**config.mk**
```make
export PLATFORM = sky130hd
export DESIGN_NAME = bsg_cas_sort_sequencer
export DESIGN_NICKNAME = d
export VERILOG_FILES = /design/src/rtl/bsg_cas_sort_sequencer.sv
export SDC_FILE = /design/constraint.sdc
export NUM_CORES = 1
export LEC_CHECK = 0
export ABC_AREA = 1
export CAP_MARGIN = 40
export CORE_AREA = 10 10 185 187
export CTS_CLUSTER_DIAMETER = 50
export CTS_CLUSTER_SIZE = 14
export DETAILED_ROUTE_END_ITERATION = 10
export DIE_AREA = 0 0 195 197
export GPL_ROUTABILITY_DRIVEN = 0
export GPL_TIMING_DRIVEN = 0
export HOLD_SLACK_MARGIN = 0.03
export PLACE_DENSITY = 0.56
export SLEW_MARGIN = 20
export SYNTH_ARGS = -nofsm -noshare
export SYNTH_HDL_FRONTEND = slang
export SYNTH_HIERARCHICAL = 1
export SYNTH_SLANG_ARGS = --single-unit
```
**constraint.sdc**
```tcl
create_clock -name clk_i -period 8 [get_ports clk_i]
set_input_delay 2 -clock clk_i [delete_from_list [all_inputs] [get_ports clk_i]]
set_output_delay 2 -clock clk_i [all_outputs]
set_load 0.05 [all_outputs]
```
**src/rtl/bsg_cas_sort_sequencer.sv**
```systemverilog
// Block stream sorter: loads els_p words, odd-even transposition sorts them on one shared
// compare-and-swap unit, then drains ascending. Optional macro: BSG_CAS_SORT_SEQUENCER_EARLY_EXIT_EN.

module bsg_compare_and_swap #(
    parameter int width_p              = 16,
    parameter int t_p                  = width_p-1,
    parameter int b_p                  = 0,
    parameter bit cond_swap_on_equal_p = 1'b0
) (
    input  logic [1:0][width_p-1:0] data_i,
    input  logic                    swap_on_equal_i,
    output logic [1:0][width_p-1:0] data_o,
    output logic                    swapped_o
);
    logic gt, eq;
    always_comb begin
        gt        = data_i[0][t_p:b_p] > data_i[1][t_p:b_p];
        eq        = data_i[0][t_p:b_p] == data_i[1][t_p:b_p];
        swapped_o = gt || (cond_swap_on_equal_p && swap_on_equal_i && eq);
        data_o    = swapped_o ? {data_i[0], data_i[1]} : data_i;
    end
endmodule

module bsg_cas_sort_sequencer #(
    parameter int els_p   = 8,
    parameter int width_p = 16,
    parameter int t_p     = width_p-1,
    parameter int b_p     = 0
) (
    input  logic               clk_i,
    input  logic               reset_i,
    input  logic [width_p-1:0] data_i,
    input  logic               v_i,
    output logic               ready_o,
    output logic [width_p-1:0] data_o,
    output logic               v_o,
    input  logic               yumi_i,
    output logic               busy_o,
    output logic [15:0]        swap_cnt_o
);
    localparam int idx_w_lp  = (els_p > 1) ? $clog2(els_p) : 1;
    localparam int pass_w_lp = $clog2(els_p+1);

    typedef enum logic [1:0] {LOAD, SORT, DRAIN} state_e;

    state_e                    state_q, state_d;
    logic [width_p-1:0]        mem_q [els_p];
    logic [idx_w_lp-1:0]       wr_idx_q, wr_idx_d, rd_idx_q, rd_idx_d, pair_q, pair_d, pair_hi;
    logic [pass_w_lp-1:0]      pass_q, pass_d, next_pass;
    logic [15:0]               swap_cnt_q, swap_cnt_d;
    logic                      mem_we, cas_we, last_pair;
    logic [1:0][width_p-1:0]   cas_in, cas_out;
    logic                      cas_swapped;
`ifdef BSG_CAS_SORT_SEQUENCER_EARLY_EXIT_EN
    logic                      pass_swap_q, pass_swap_d, prev_zero_q, prev_zero_d, cur_zero;
`endif

    assign pair_hi   = pair_q + idx_w_lp'(1);
    assign cas_in[0] = mem_q[pair_q];
    assign cas_in[1] = mem_q[pair_hi];

    bsg_compare_and_swap #(
        .width_p(width_p), .t_p(t_p), .b_p(b_p), .cond_swap_on_equal_p(1'b0)
    ) cas (
        .data_i(cas_in), .swap_on_equal_i(1'b0), .data_o(cas_out), .swapped_o(cas_swapped)
    );

    always_comb begin
        state_d    = state_q;
        wr_idx_d   = wr_idx_q;
        rd_idx_d   = rd_idx_q;
        pair_d     = pair_q;
        pass_d     = pass_q;
        swap_cnt_d = swap_cnt_q;
        mem_we     = 1'b0;
        cas_we     = 1'b0;
        last_pair  = 1'b0;
        next_pass  = '0;
`ifdef BSG_CAS_SORT_SEQUENCER_EARLY_EXIT_EN
        pass_swap_d = pass_swap_q;
        prev_zero_d = prev_zero_q;
        cur_zero    = 1'b0;
`endif
        unique case (state_q)
            LOAD: if (v_i) begin
                mem_we = 1'b1;
                if (wr_idx_q == idx_w_lp'(els_p-1)) begin
                    state_d    = SORT;
                    wr_idx_d   = '0;
                    pair_d     = '0;
                    pass_d     = '0;
                    swap_cnt_d = '0;
`ifdef BSG_CAS_SORT_SEQUENCER_EARLY_EXIT_EN
                    pass_swap_d = 1'b0;
                    prev_zero_d = 1'b0;
`endif
                end else begin
                    wr_idx_d = wr_idx_q + idx_w_lp'(1);
                end
            end
            SORT: begin
                cas_we = 1'b1;
                if (cas_swapped && swap_cnt_q != '1) swap_cnt_d = swap_cnt_q + 16'd1;
                last_pair = (int'(pair_q) + 2 > els_p - 2);
                if (!last_pair) begin
                    pair_d = idx_w_lp'(int'(pair_q) + 2);
`ifdef BSG_CAS_SORT_SEQUENCER_EARLY_EXIT_EN
                    pass_swap_d = pass_swap_q | cas_swapped;
`endif
                end else begin
                    // with two words every odd pass is empty, so hop straight to the next even pass
                    next_pass = pass_q + pass_w_lp'((els_p == 2) ? 2 : 1);
                    pass_d    = next_pass;
                    pair_d    = '0;
                    pair_d[0] = next_pass[0];
                    if (int'(next_pass) >= els_p) state_d = DRAIN;
`ifdef BSG_CAS_SORT_SEQUENCER_EARLY_EXIT_EN
                    cur_zero    = !(pass_swap_q | cas_swapped);
                    pass_swap_d = 1'b0;
                    prev_zero_d = cur_zero;
                    if (cur_zero && (prev_zero_q || els_p == 2)) state_d = DRAIN;
`endif
                end
            end
            DRAIN: if (yumi_i) begin
                if (rd_idx_q == idx_w_lp'(els_p-1)) begin
                    state_d  = LOAD;
                    rd_idx_d = '0;
                end else begin
                    rd_idx_d = rd_idx_q + idx_w_lp'(1);
                end
            end
            default: state_d = LOAD;
        endcase
    end

    always_ff @(posedge clk_i) begin
        if (reset_i) begin
            state_q    <= LOAD;
            wr_idx_q   <= '0;
            rd_idx_q   <= '0;
            pair_q     <= '0;
            pass_q     <= '0;
            swap_cnt_q <= '0;
        end else begin
            state_q    <= state_d;
            wr_idx_q   <= wr_idx_d;
            rd_idx_q   <= rd_idx_d;
            pair_q     <= pair_d;
            pass_q     <= pass_d;
            swap_cnt_q <= swap_cnt_d;
        end
    end

`ifdef BSG_CAS_SORT_SEQUENCER_EARLY_EXIT_EN
    always_ff @(posedge clk_i) begin
        if (reset_i) begin
            pass_swap_q <= 1'b0;
            prev_zero_q <= 1'b0;
        end else begin
            pass_swap_q <= pass_swap_d;
            prev_zero_q <= prev_zero_d;
        end
    end
`endif

    // storage carries no reset; contents are meaningless until a full block is loaded
    always_ff @(posedge clk_i) begin
        if (mem_we && !reset_i) mem_q[wr_idx_q] <= data_i;
        if (cas_we && !reset_i) begin
            mem_q[pair_q]  <= cas_out[0];
            mem_q[pair_hi] <= cas_out[1];
        end
    end

    assign ready_o    = (state_q == LOAD);
    assign v_o        = (state_q == DRAIN);
    assign busy_o     = (state_q == SORT);
    assign data_o     = mem_q[rd_idx_q];
    assign swap_cnt_o = swap_cnt_q;

`ifndef SYNTHESIS
    assert property (@(posedge clk_i) disable iff (reset_i) yumi_i |-> (state_q == DRAIN))
        else $error("yumi_i asserted outside DRAIN");
`endif
endmodule

```
# == Yosys cells after proc, flatten, opt, wreduce, memory -nomap -nowiden ==
# Memory sizes are Yosys's and may differ from the RTL's. A register that Yosys moved wholly into a read port is not among the register bits.
# Cells that the tools add are included.
# totals
ff_bits,31
ram_bits,128
memories,1
out_inout_bits,35
# memory_table
memory,depth,width,rd,rd_ports_with_merged_regs,wr,line_no,text
mem_q,8,16,3,2,2,47,logic [width_p-1:0] mem_q [els_p];
# classes
addsub,6
reduce_logical,13
eq_ne,12
magnitude_cmp,3
n_mux,36
# ops
op,n
$mux 16,4
$gt 32x4->1 const B,1
$mux 32,1
$pmux 16 s2,1
$mux 3,10
$add 16x1->16 const B,1
$gt 16x16->1,1
$ne 16x16->1 const B,1
$reduce_or 16->1,1
$mux 2,6
$mux 4,3
$ne 2x1->1 const B,6
$add 3x1->3 const B,3
$mux 1,8
$pmux 4 s2,1
$reduce_and 4->1,2
$eq 3x3->1 const B,2
$pmux 2 s3,1
$pmux 3 s2,1
$reduce_and 6->1,1
$add 3x2->4 const B,1
$add 4x1->4 const B,1
$ge 4x4->1 const B,1
$reduce_and 2->1,2
other kinds (8),10

# == Depth between registers and ports, before layout ==
# depth
ltp_word,7
mapped_depth,29
ltp_nobuf,25

# == Modules after synthesis ==
# The synthesis kept the hierarchy.
# by_module_without_submodules
mod,seq_area_each_um2,area_per_inst_um2,instances,cells_per_inst
bsg_cas_sort_sequencer,4584.4,10837.9,1,1470
bsg_compare_and_swap,0.0,908.4,1,177

# == Worst setup path before layout ==
# OpenSTA, ideal clock, no wires.
# synth_timing
path_type,reg2reg
start,reg pair_q[0]
end,"mem mem_q[4][15], data pin"
arrival_time_ps,3723
path_buffers,4
setup_slack_ps,4019
setup_time_ps,258
stages_incl_launch_ff,24
period_less_slack_ps,3981
required_ps,7742
path_cell_list,dfxtp_1 buf_2 clkinv_1 clkbuf_1 ha_1 inv_1 nor2_2 buf_2 a22oi_1 nand3_1 inv_1 ha_1 nand2_1 nor3_2 nand2_1 nand2_2 nand2_2 buf_6 nand2_1 nand2_1 nand2_1 nand2_1 nand2_1 o21ai_2
# synth_rtl
element,line_no,text
"start, declared",48,"logic [idx_w_lp-1:0] wr_idx_q, wr_idx_d, rd_idx_q, rd_idx_d, pair_q, pair_d, pair_hi;"
"start signal, assigned",149,pair_q <= pair_d;
"end, declared",47,

==> impl_metrics.ini <==
[clock_tree]
cts_setup_buffers = 0
cts_made_buffers = 17
cts_sinks = 165
postCtsResizedCells = 0
cts_root_buf = clkbuf_16
clk_latency_ps = 450
htreeDepth = 4
clk_pin_slew_ps = 60
hold_buffers = 0
cts_tree = done
clock_tree.buffer_depth = 2

[placed_design]
place_ws_ps = 2320
io_buffers = 54
hpwl_mm = 39.3
placed_area_um2 = 12900
dp.cells = 2103

[final_layout]
layout.nets = 1772
fillCellCount = 3129
ff_latch_area_um2 = 4580
stdcell_count = 2135
drive_gt1_share_pct = 7.53
syn2layout_area_growth_pct = 15.3
post-route-cell-area_um2 = 13500
multi_input_area_um2 = 6140
diodes = 0

[floorplanning]
die_y_um = 197
die_width_um = 195
io_pins = 55
coreArea_um2 = 30400
die-area_um2 = 38400
start_util_pct = 38.6
rows = 64

[hold_path]
hp-class = flip-flop to flip-flop

[critical_path]
cpPeakStageDelay_ps = 650
crit_fanout = 10
cp_common_cell = nand2_1
cp_num_buf_inv = 6
crit_family = simple AND/OR/NAND/NOR gates
worst_ep_arrival_time_ps = 6190
worst-setup-path-type = flip-flop to flip-flop
crit_path_end_kind = flip-flop
required_ps = 8170
worstPathCellList = buf_2 > clkinv_1 > clkbuf_1 > ha_1 > nor2_1 > inv_1 > o211ai_1 > inv_1 > ha_1 > nand2_1 > nor2_1 > nand2_1 > nand2_1 > nand2_1 > nand2_2 > nand2_2 > buf_6 > nand2_1 > nand2_1 > nand2_1 > nand2_1 > nand2_1 > o21ai_1
r2r_setup_slack_ps = 1970
startpoint_type = flip-flop
cpMaxStageDelayCell = nor2_1

[drt]
first_pass_iters = 6
dr.first_iter.drc_count = 1973
wire_per_inst_um = 24.5
drt-total-wl_mm = 52.4
num_vias = 12700
drc = 0
vias_per_cell = 5.96
ant_nets = 0

[timing]
finalMaxSlewViolations = 0
tightest_slew_ps = 830
clock_skew_ps = 13.5
fmaxAchievable_ghz = 0.166
setup_ws_ps = 1970
period_minus_slack_ps = 6030
setup_viol = 0
tns_ps = 0
rsz0062_at_grt = no
period_share_pct = 75.3
hold_viol_final = 0
max_slew_margin_pct = 44.7

[global_routing]
grt_first_pass_wirelength_mm = 76.5
first_global_vias = 11600
grt_max_degree = 17
overflow = 0
antenna_found_initial = 0
grt_usage_pct = 26.5

[synth]
synth.yosys.warnings = 6
syn_area_um2 = 11700
syn_nets = 1692
syn_area_per_cell_um2 = 7.13
syn-instance-count = 1646

[power_and_ir_drop]
ir_worst_vdd_uv = 139
power_density_nw_per_um2 = 224
p_leak_nw = 5.39

[flow_run]
drv_cap = 0

[run_status]
status = completed
-- registers in the layout, indices dropped and copies added, names as in the netlist, named ones only --
name	cells
mem_q	128
pair_q	3
pass_q	4
rd_idx_q	3
state_q	2
swap_cnt_o	16
wr_idx_q	3
-- report_power, final --
part	internal, mW	switching [mW]
clock network	0.552	0.354
registers	0.968	0.0252
logic	0.265	0.869
-- worst paths after layout --
path	endpoint	cells after the start	from
max	mem_q[2][3]$_DFFE_PP_	23	pair_q[0]$_SDFFE_PP0P_
min	pass_q[2]$_SDFFE_PP0P_	1	pass_q[2]$_SDFFE_PP0P_
max reg2reg	mem_q[2][3]$_DFFE_PP_	23	pair_q[0]$_SDFFE_PP0P_
min reg2reg	pass_q[2]$_SDFFE_PP0P_	1	pass_q[2]$_SDFFE_PP0P_
-- per-layer routing --
layer / share of wire [%] / global-route usage, %
met1: 39 / 34.3
met2: 41 / 38.3
met3: 14 / 8.84
met4: 6.0 / 14.4
met5: 0 / 0
-- through the flow --
stage          hold WS (ps)  utilization, %  total power, mW
2_1_floorplan           423               -             1.65
3_3_place_gp            443            42.0             2.07
3_5_place_dp            449            42.4             2.09
4_1_cts                 460            44.5             2.99
5_1_grt                 503            44.5             3.14
6_report                462            44.5             3.03
-- cell type report --
cell class	instances	area share [%]
sequential	165	33.9
clock buffer	18	3.17
timing repair buffer	61	4.66
tap	396	3.66
inverter	124	3.46
buffer	107	4.28
multi-input combinational	1250	45.4
clock inverter	14	1.53
-- placed cells by master, fill, tap and decap left out, drive strengths merged --
| cell | count |
|---|---|
| a21oi | 102 |
| inv | 124 |
| a31oi | 32 |
| a22oi | 17 |
| a211oi | 1 |
| nor3 | 3 |
| clkdlybuf4s50 | 54 |
| o211ai | 37 |
| nand3 | 68 |
| clkbuf | 75 |
| or2 | 1 |
| nand2 | 504 |
| bufinv | 5 |
| nor2 | 121 |
| dfxtp | 37 |
| o21bai | 2 |
| nand3b | 2 |
| ha | 26 |
| buf | 57 |
| nand4 | 9 |
| o21ai | 318 |
| edfxtp | 128 |
| a21o | 1 |
| xor2 | 2 |
| clkinv | 9 |
| nor3b | 2 |
| xnor2 | 2 |
Note: power is estimated with default switching activity, not from simulation.
